`src/rtl/fifo_stream_pkg.sv`:
```
`default_nettype none
// ============================================================================
// Module  : fifo_stream_pkg
// Purpose : Shared types and constants for the FIFO stream reader slice.
// Rev     : 1.0  initial release
// ============================================================================
package fifo_stream_pkg;

    // Default data width of the upstream FIFO
    localparam int DATA_W    = 8;

    // Output buffer depth; the read-credit logic keeps occupancy plus the
    // outstanding read within this bound
    localparam int BUF_DEPTH = 2;

    typedef logic [DATA_W-1:0] data_t;

    // Output buffer occupancy
    typedef enum logic [1:0] {
        EMPTY = 2'd0,
        ONE   = 2'd1,
        TWO   = 2'd2
    } occ_e;

endpackage : fifo_stream_pkg
`default_nettype wire

```
`src/rtl/stream_skid_buf.sv`:
```
`default_nettype none
// ============================================================================
// Module  : stream_skid_buf
// Purpose : Two-entry in-order buffer. The head register drives the stream
//           output directly; the tail absorbs the read that was already in
//           flight when the consumer stalled.
// Rev     : 1.0  initial release
// ============================================================================
module stream_skid_buf
    import fifo_stream_pkg::*;
#(
    parameter int WIDTH = 8
) (
    input  logic             clk,
    input  logic             rst_n,
    input  logic             i_wr,
    input  logic [WIDTH-1:0] i_wr_data,
    input  logic             i_pop,
    input  logic             i_flush,
    output logic [1:0]       o_occ,
    output logic             o_valid,
    output logic [WIDTH-1:0] o_head
);

    occ_e             r_occ;
    logic [WIDTH-1:0] r_head;
    logic [WIDTH-1:0] r_tail;

    // Occupancy and storage update; simultaneous write and pop keep occupancy
    always_ff @(posedge clk or negedge rst_n) begin
        if (!rst_n) begin
            r_occ  <= EMPTY;
            r_head <= '0;
            r_tail <= '0;
        end else if (i_flush) begin
            r_occ <= EMPTY;
        end else begin
            case (r_occ)
                EMPTY: begin
                    if (i_wr) begin
                        r_head <= i_wr_data;
                        r_occ  <= ONE;
                    end
                end
                ONE: begin
                    if (i_wr && i_pop) begin
                        r_head <= i_wr_data;
                    end else if (i_wr) begin
                        r_tail <= i_wr_data;
                        r_occ  <= TWO;
                    end else if (i_pop) begin
                        r_occ <= EMPTY;
                    end
                end
                TWO: begin
                    // A write into a full buffer cannot coincide without a pop
                    if (i_pop) begin
                        r_head <= r_tail;
                        if (i_wr) begin
                            r_tail <= i_wr_data;
                        end else begin
                            r_occ <= ONE;
                        end
                    end
                end
                default: begin
                    r_occ <= EMPTY;
                end
            endcase
        end
    end

    assign o_occ   = r_occ;
    assign o_valid = (r_occ != EMPTY);
    assign o_head  = r_head;

endmodule : stream_skid_buf
`default_nettype wire

```
`src/rtl/fifo_stream_reader.sv`:
```
`default_nettype none
// ============================================================================
// Module  : fifo_stream_reader
// Purpose : Drains an 8-bit FIFO with one-cycle read latency onto a
//           valid/ready stream, frames it into fixed-length packets and
//           counts completed packets.
// Rev     : 1.0  initial release
// ============================================================================
module fifo_stream_reader
    import fifo_stream_pkg::*;
#(
    parameter int WIDTH   = 8,
    parameter int PKT_LEN = 16,
    parameter int CNT_W   = 16
) (
    input  logic             clk,
    input  logic             rst_n,
    input  logic             i_fifo_empty,
    input  logic [WIDTH-1:0] i_fifo_data,
    output logic             o_fifo_rd_en,
    input  logic             i_flush,
    output logic             o_out_valid,
    input  logic             i_out_ready,
    output logic [WIDTH-1:0] o_out_data,
    output logic             o_out_last,
    output logic [CNT_W-1:0] o_pkt_count
);

    // Beat counter needs at least one bit even for single-beat packets
    localparam int              BC_W        = (PKT_LEN > 1) ? $clog2(PKT_LEN) : 1;
    localparam logic [BC_W-1:0] C_LAST_BEAT = BC_W'(PKT_LEN - 1);

    logic             r_inflight;
    logic [BC_W-1:0]  r_beat_cnt;
    logic [CNT_W-1:0] r_pkt_count;

    logic [1:0]       w_occ;
    logic             w_valid;
    logic [WIDTH-1:0] w_head;
    logic             w_pop;
    logic             w_last;
    logic             w_rd_en;
    logic [2:0]       w_pending;
    logic [2:0]       w_level;

    assign w_pop     = w_valid & i_out_ready;
    // Entries held or owed to the buffer before this cycle's pop
    assign w_pending = {1'b0, w_occ} + {2'b0, r_inflight};
    // Occupancy after this edge if no new read were issued
    assign w_level   = w_pending - {2'b0, w_pop};
    // A new read is only issued when its data is guaranteed a slot; rst_n
    // gates the request so nothing is read while the block is held in reset
    assign w_rd_en   = rst_n & ~i_fifo_empty & ~i_flush & (w_level <= 3'd1);
    assign w_last    = w_valid & (r_beat_cnt == C_LAST_BEAT);

    stream_skid_buf #(
        .WIDTH (WIDTH)
    ) u_buf (
        .clk       (clk),
        .rst_n     (rst_n),
        .i_wr      (r_inflight & ~i_flush),
        .i_wr_data (i_fifo_data),
        .i_pop     (w_pop & ~i_flush),
        .i_flush   (i_flush),
        .o_occ     (w_occ),
        .o_valid   (w_valid),
        .o_head    (w_head)
    );

    // Track the read issued last cycle; its data lands in the buffer this cycle
    always_ff @(posedge clk or negedge rst_n) begin
        if (!rst_n) begin
            r_inflight <= 1'b0;
        end else begin
            r_inflight <= w_rd_en;
        end
    end

    // Packet framing and completed-packet counter; a pop during flush is void
    always_ff @(posedge clk or negedge rst_n) begin
        if (!rst_n) begin
            r_beat_cnt  <= '0;
            r_pkt_count <= '0;
        end else if (i_flush) begin
            r_beat_cnt <= '0;
        end else if (w_pop) begin
            if (w_last) begin
                r_beat_cnt  <= '0;
                r_pkt_count <= r_pkt_count + CNT_W'(1);
            end else begin
                r_beat_cnt <= r_beat_cnt + BC_W'(1);
            end
        end
    end

    assign o_fifo_rd_en = w_rd_en;
    assign o_out_valid  = w_valid;
    assign o_out_data   = w_head;
    assign o_out_last   = w_last;
    assign o_pkt_count  = r_pkt_count;

    // Buffer plus outstanding read never exceeds the buffer depth
    a_no_overflow : assert property (@(posedge clk) disable iff (!rst_n)
        w_pending <= 3'(BUF_DEPTH));

endmodule : fifo_stream_reader
`default_nettype wire
```
`config.mk`:
```
export PLATFORM = sky130hd
export DESIGN_NAME = fifo_stream_reader
export DESIGN_NICKNAME = d
export VERILOG_FILES = /design/src/rtl/fifo_stream_pkg.sv /design/src/rtl/stream_skid_buf.sv /design/src/rtl/fifo_stream_reader.sv
export SDC_FILE = /design/constraint.sdc
export NUM_CORES = 1
export LEC_CHECK = 0
export ABC_AREA = 1
export BUFFER_PORTS_ARGS = -buffer_cell sky130_fd_sc_hd__buf_2
export CORE_MARGIN = 2
export CORE_UTILIZATION = 41
export DETAILED_ROUTE_END_ITERATION = 10
export PLACE_DENSITY = 0.6
export SLEW_MARGIN = 20
export SYNTH_ARGS = -nofsm -noshare
export SYNTH_HDL_FRONTEND = slang
export SYNTH_SLANG_ARGS = --single-unit
```
`constraint.sdc`:
```
create_clock -name clk -period 5 [get_ports clk]
set_input_delay 0.5 -clock clk [delete_from_list [all_inputs] [get_ports clk]]
set_output_delay 0.5 -clock clk [all_outputs]
set_load 0.05 [all_outputs]
```
=== Word level (Yosys, flattened, before mapping) ===
Cells that the tools add are included.

* Flip-flop bits (word level): 39
* Latch bits: 0
* Memory bits (writable): 0
* ROM bits: 0
* Output and inout bits: 27
* Word-level logic and storage cells: 61
* Memories: 0

* $add $sub $neg: 4
* Multipliers: 0
* Divide/modulo/power cells: 0
* $lt $le $gt $ge: 1
* Equality and inequality tests: 12
* Shifts and indexed selects: 0
* Mux-type cells: 19
* Bitwise logic cells: 9
* Reduce and logical (&&, ||, !) cells: 10

{| class="wikitable"
|+ Operators by type and width
! cell !! count
|-
| $mux 8 || 6
|-
| $pmux 8 s3 || 1
|-
| $add 16x1->16 const B || 1
|-
| $pmux 8 s2 || 1
|-
| $mux 2 || 7
|-
| $mux 4 || 3
|-
| $reduce_and 5->1 || 2
|-
| $and 1x1->1 || 7
|-
| $ne 2x1->1 const B || 3
|-
| $ne 3x2->1 const B || 2
|-
| $ne 3x3->1 const B || 2
|-
| $pmux 2 s3 || 1
|-
| $reduce_bool 2->1 || 3
|-
| $add 4x1->4 const B || 1
|-
| $eq 4x4->1 const B || 1
|-
| $ne 4x2->1 const B || 1
|-
| $reduce_and 4->1 || 1
|-
| $add 2x1->3 || 1
|-
| $le 3x1->1 const B || 1
|-
| $reduce_and 3->1 || 1
|-
| $reduce_bool 3->1 || 1
|-
| $sub 3x1->3 || 1
|-
| $eq 2x1->1 const B || 1
|-
| $eq 2x2->1 const B || 1
|-
| other kinds (4) || 5
|}

=== Logic depth before layout (Yosys ltp) ===
* Depth after elaboration: 8
* Mapped depth: 10

=== Hierarchy ===
From an unflattened synthesis, not the netlist that was laid out.

* Cells, all modules: 267
* Area total of the unflattened synthesis: 2234.6 sq um

{| class="wikitable"
|+ Modules (own cells, without submodules)
! module !! instances !! cells an instance !! area an instance (sq um) !! sequential area each (sq um)
|-
| fifo_stream_reader || 1 || 143 || 1257.5 || 525.5
|-
| stream_skid_buf || 1 || 124 || 977.2 || 450.4
|}

=== Worst setup path before layout ===
No wires, ideal clock.

* Kind: flip-flop to output port
* Start: reg u_buf.r_occ[1] (netlist: u_buf.o_occ[1])
* End: out o_fifo_rd_en
* Arrival: 3632 ps
* Data required time: 4500 ps
* Path slack: 868 ps
* Stages on the path, launching flop included: 11
* Path through: dfrtp_1 inv_1 ha_1 inv_2 nand2_2 xor2_1 ha_1 inv_1 fa_1 nand2_1 nor4_1

* Cells in the longest elaborated chain, start to end: 5

{| class="wikitable"
|+ RTL lines
! what !! RTL line !! source
|-
| start: declaration || stream_skid_buf.sv:25 || <nowiki>occ_e r_occ;</nowiki>
|-
| start signal: assignment || stream_skid_buf.sv:32 || <nowiki>r_occ <= EMPTY;</nowiki>
|-
| start signal: assignment || stream_skid_buf.sv:36 || <nowiki>r_occ <= EMPTY;</nowiki>
|-
| start signal: assignment || stream_skid_buf.sv:42 || <nowiki>r_occ <= ONE;</nowiki>
|-
| $reduce_bool 2->1 || stream_skid_buf.sv:74 || <nowiki>assign o_valid = (r_occ != EMPTY);</nowiki>
|-
| net o_out_valid || fifo_stream_reader.sv:22 || <nowiki>output logic o_out_valid,</nowiki>
|-
| $and 1x1->1 || fifo_stream_reader.sv:46 || <nowiki>assign w_pop = w_valid & i_out_ready;</nowiki>
|-
| $sub 3x1->3 || fifo_stream_reader.sv:50 || <nowiki>assign w_level = w_pending - {2'b0, w_pop};</nowiki>
|-
| $le 3x1->1 || fifo_stream_reader.sv:53 || <nowiki>assign w_rd_en = rst_n & ~i_fifo_empty & ~i_flush & (w_level <= 3'd1);</nowiki>
|-
| $and 1x1->1 || fifo_stream_reader.sv:53 ||
|-
| end: declaration || fifo_stream_reader.sv:20 || <nowiki>output logic o_fifo_rd_en,</nowiki>
|}

The timed path passes the listed nets, and every way through them passes these cells.

=== Final worst setup path ===
* Start: reg u_buf.r_occ[0] (netlist: u_buf.o_occ[0])
* End: out o_fifo_rd_en

* Cells in the longest elaborated chain, start to end: 5

{| class="wikitable"
|+ RTL lines
! what !! RTL line
|-
| parallel branches: the longest is 2 deep, another holds $add 2x1->3 || -
|-
| $sub 3x1->3 (*) || fifo_stream_reader.sv:50
|-
| $le 3x1->1 (*) || fifo_stream_reader.sv:53
|-
| $and 1x1->1 (*) || fifo_stream_reader.sv:53
|}

Every way passes the cells marked *.

==> summary.md <==
| Metric | Value |
|---|---|
| Status | `finished, final reports clean` |
| Worst Setup Path Type | `flip-flop to output pin` |
| Endpoints failing hold | `0` |
| Sequential area share after synthesis | `43.9%` |
| Count leader, synth | `nand2_1` |
| Mean Syn Cell Area | `8.32 sq um` |
| Filler cell count | `523` |
| Fin nets | `330` |
| Die area | `6020 sq um` |
| Crit path cell chain | `inv_1, ha_1, inv_2, nand2_2, xor2_1, ha_1, inv_1, fa_1, nand2_1, nor4_1, buf_2` |
| Fin crit share | `70.3%` |
| Antenna Violating Nets Remaining | `0` |
| Number of synthesized flops with an enable pin | `0` |
| Max-capacitance violation count | `0` |
| Setup Fix Bufs, Post-CTS | `0` |
| Final WS setup | `1.48 ns` |
| First-pass GRT wire length | `7900 um` |
| Finished Layout Cells | `380` |
| Dpl cell area | `2480 sq um` |
| Fin Setup TNS | `0 ns` |
| Max_slew headroom | `40.3%` |
| CTS Sinks | `39` |
| Clk_skew | `0.00186 ns` |
| Pre-antenna DRT Iters | `4` |
| Finished Cell Area | `2560 sq um` |
| Sw Ratio | `42.0%` |
| Buf/Inv on CP | `4` |
| RSZ-0062 raised after global routing | `false` |
| Peak supply drop | `0.000172 V` |
| Clock Root Buffer | `clkbuf_8` |
| Synth top cells by count | `87 x nand2_1, 39 x dfrtp_1, 26 x inv_1` |
| # DRC | `0` |
| Critical Path Start Type | `flip-flop` |
| Vias in the first global route | `1716` |
| Top-area cell type share of the netlist area | `43.9%` |
| Die Y | `77.6 um` |
| Vias per cell | `4.72` |
| Place WS | `1.77 ns` |
| Clock-pin slew on the worst setup and hold paths | `0.07 ns` |
| Int Power | `0.581 mW` |
| Number of warning messages in the yosys log | `0` |
| Critical Path AT | `3.02 ns` |
| Combinational share of power | `37.5%` |
| Slew @ Worst Pin | `0.895 ns` |
| #FFs+latches synth | `39` |
| H-tree depth | `2` |
| Worst Hold Class | `input pin to async pin` |
| Clock group share of total power | `20.5%` |
| Leak pwr | `1.30 nW` |
| Post-synth cell types | `30` |
| Synth top area cells | `dfrtp_1 44%, nand2_1 15%, inv_1 4.4%, nand3_1 4.3%, ha_1 3.9%` |
| IO Port Bufs | `39` |
| Clk buf depth | `2` |
| Total GRT Usage | `16.1%` |
| R2R setup slack | `2.49 ns` |
| Pwr/cell area | `391 nW/um^2` |
| Dpl cells | `372` |
| Delay-heaviest family, CP | `adder cells` |
| WL final | `4210 um` |
| Critical-path cell with the highest stage delay | `fa_1` |
| Die width | `77.6 um` |
| Vias post-DR | `1793` |
| Total power | `1.00 mW` |
| Core area | `5170 sq um` |
| Slew Limit Fails | `0` |
| Worst path max stage delay | `0.47 ns` |
| Final HPWL DP | `3130 um` |
| Clock latency on the worst-skew pair | `0.28 ns` |
| Post-CTS Resized | `0` |
| Post-synth ARST share | `100%` |
| Fmax | `0.284 GHz` |
| Cts hold-fix bufs | `0` |
| GR Overflow Total | `0` |
| Main synth FF type | `dfrtp_1` |
| Initial core utilization | `42.9%` |
| Crit path time final | `3.52 ns` |
| FP Rows | `26` |
| 1st-iter DRT viols | `103` |
| Area grow syn2layout | `15.2%` |
| Post-DR wirelength/cell | `11.1 um` |
| Flip-flop and latch area | `976 sq um` |
| Largest net degree at the start of global routing | `41` |
| CP max FO | `9` |
| CP required | `4.50 ns` |
| TritonCTS Buffers | `5` |
| Routability cong. | `0.766` |
| Cell count after synthesis | `267` |
| N_diodes | `0` |
| # IOs | `40` |
| Seq pwr share | `42.0%` |
| Antenna violations before repair | `0` |
| Area occupied by multi-input gates | `1100 sq um` |
| Sw Pwr | `0.420 mW` |
| Cell taking the most area after synthesis | `dfrtp_1` |
| Syn Nets | `288` |
| Layout cells sized above 1 | `21.9%` |
| Setup violations, final | `0` |
| Cell Area, Synth | `2220 sq um` |
| CTS tree | `done` |
| Crit end category | `output pin` |
-- cells in the final DEF (no fill, tap or decap), drive strengths merged --
master,netlist,layout
inv,30,30
clkinv,0,1
nand2,89,89
a211oi,1,1
clkbuf,1,7
fa,1,1
nand3b,2,2
xnor2,6,6
nor4,1,1
nor3,1,1
nand4,12,12
nor3b,1,1
nand3,23,23
nor2,21,21
ha,7,7
xor2,6,6
dfrtp,39,39
o21ai,23,23
buf,3,39
-- sequential cells by signal, summed over array words and instances (netlist names) --
signal,flops
u_buf.o_occ,2
u_buf.o_head,8
o_pkt_count,16
r_beat_cnt,4
u_buf.r_tail,8
r_inflight,1
-- per-layer routing --
| metal | part of all wire [%] | global-route usage, % | up-vias |
|---|---|---|---|
| li1 | - | - | 944 |
| met1 | 48 | 21.3 | 812 |
| met2 | 48 | 26.4 | 33 |
| met3 | 4.0 | 3.72 | 4 |
| met4 | 0.86 | 4.29 | 0 |
| met5 | 0 | 0 | - |
-- power groups by stage --
stage | clock, mW | sequential [mW] | combinational [mW]
floorplan | 0 | 0.529 | 0.191
global placement | 0 | 0.426 | 0.375
detailed placement | 0 | 0.428 | 0.379
CTS | 0.216 | 0.421 | 0.379
global route | 0.232 | 0.429 | 0.414
finish | 0.205 | 0.421 | 0.375
-- final cells by class --
class | count | area share [%]
clock inverter | 1 | 0.196
timing repair buffer | 39 | 7.63
inverter | 30 | 4.50
clock buffer | 7 | 2.98
multi-input combinational | 194 | 43.1
tap | 70 | 3.42
sequential | 39 | 38.2
-- worst reg2reg max path, delay by kind of cell, from the launching register on --
family        cells  cell delay (ns)
xor+xnor          1             0.18
buf+inv           3             0.28
fa+ha+maj         3             0.94
simple gates      3             0.57
flops             1             0.43
-- cells by family (layout without fill, tap and decap cells) --
kind of cell | count (synthesis) | after routing | share of synthesized area, %
xor gates and xnor gates | 12 | 12 | 4.73
DFF | 39 | 39 | 43.9
buffers and inverters | 34 | 77 | 6.42
and+or+nand+nor | 150 | 150 | 32.1
AOI/OAI and AO/OA | 24 | 24 | 7.94
adders and majority gates | 8 | 8 | 4.84
-- worst paths after layout --
check,start,endpoint,depth (start not counted)
max in group asynchronous,rst_n,u_buf.r_tail[5]$_DFFE_PN0P_,1
max,u_buf.o_occ[0]$_DFFE_PN0P_,o_fifo_rd_en,11
min reg2reg,u_buf.o_head[4]$_DFFE_PN0P_,u_buf.o_head[4]$_DFFE_PN0P_,2
min,rst_n,o_pkt_count[12]$_DFFE_PN0P_,1
max reg2reg,u_buf.o_occ[0]$_DFFE_PN0P_,r_inflight$_DFF_PN0_,10
min in group clk,i_fifo_empty,r_inflight$_DFF_PN0_,2
-- stage by stage --
| step | hold slack (ns) | utilization (%) |
|---|---|---|
| 2_1_floorplan | 0.204 | - |
| 3_3_place_gp | 0.457 | 47.9 |
| 3_5_place_dp | 0.462 | 47.9 |
| 4_1_cts | 0.360 | 49.4 |
| 5_1_grt | 0.362 | 49.4 |
| 6_report | 0.337 | 49.4 |
No activity file was read; power rests on OpenSTA's default activity.
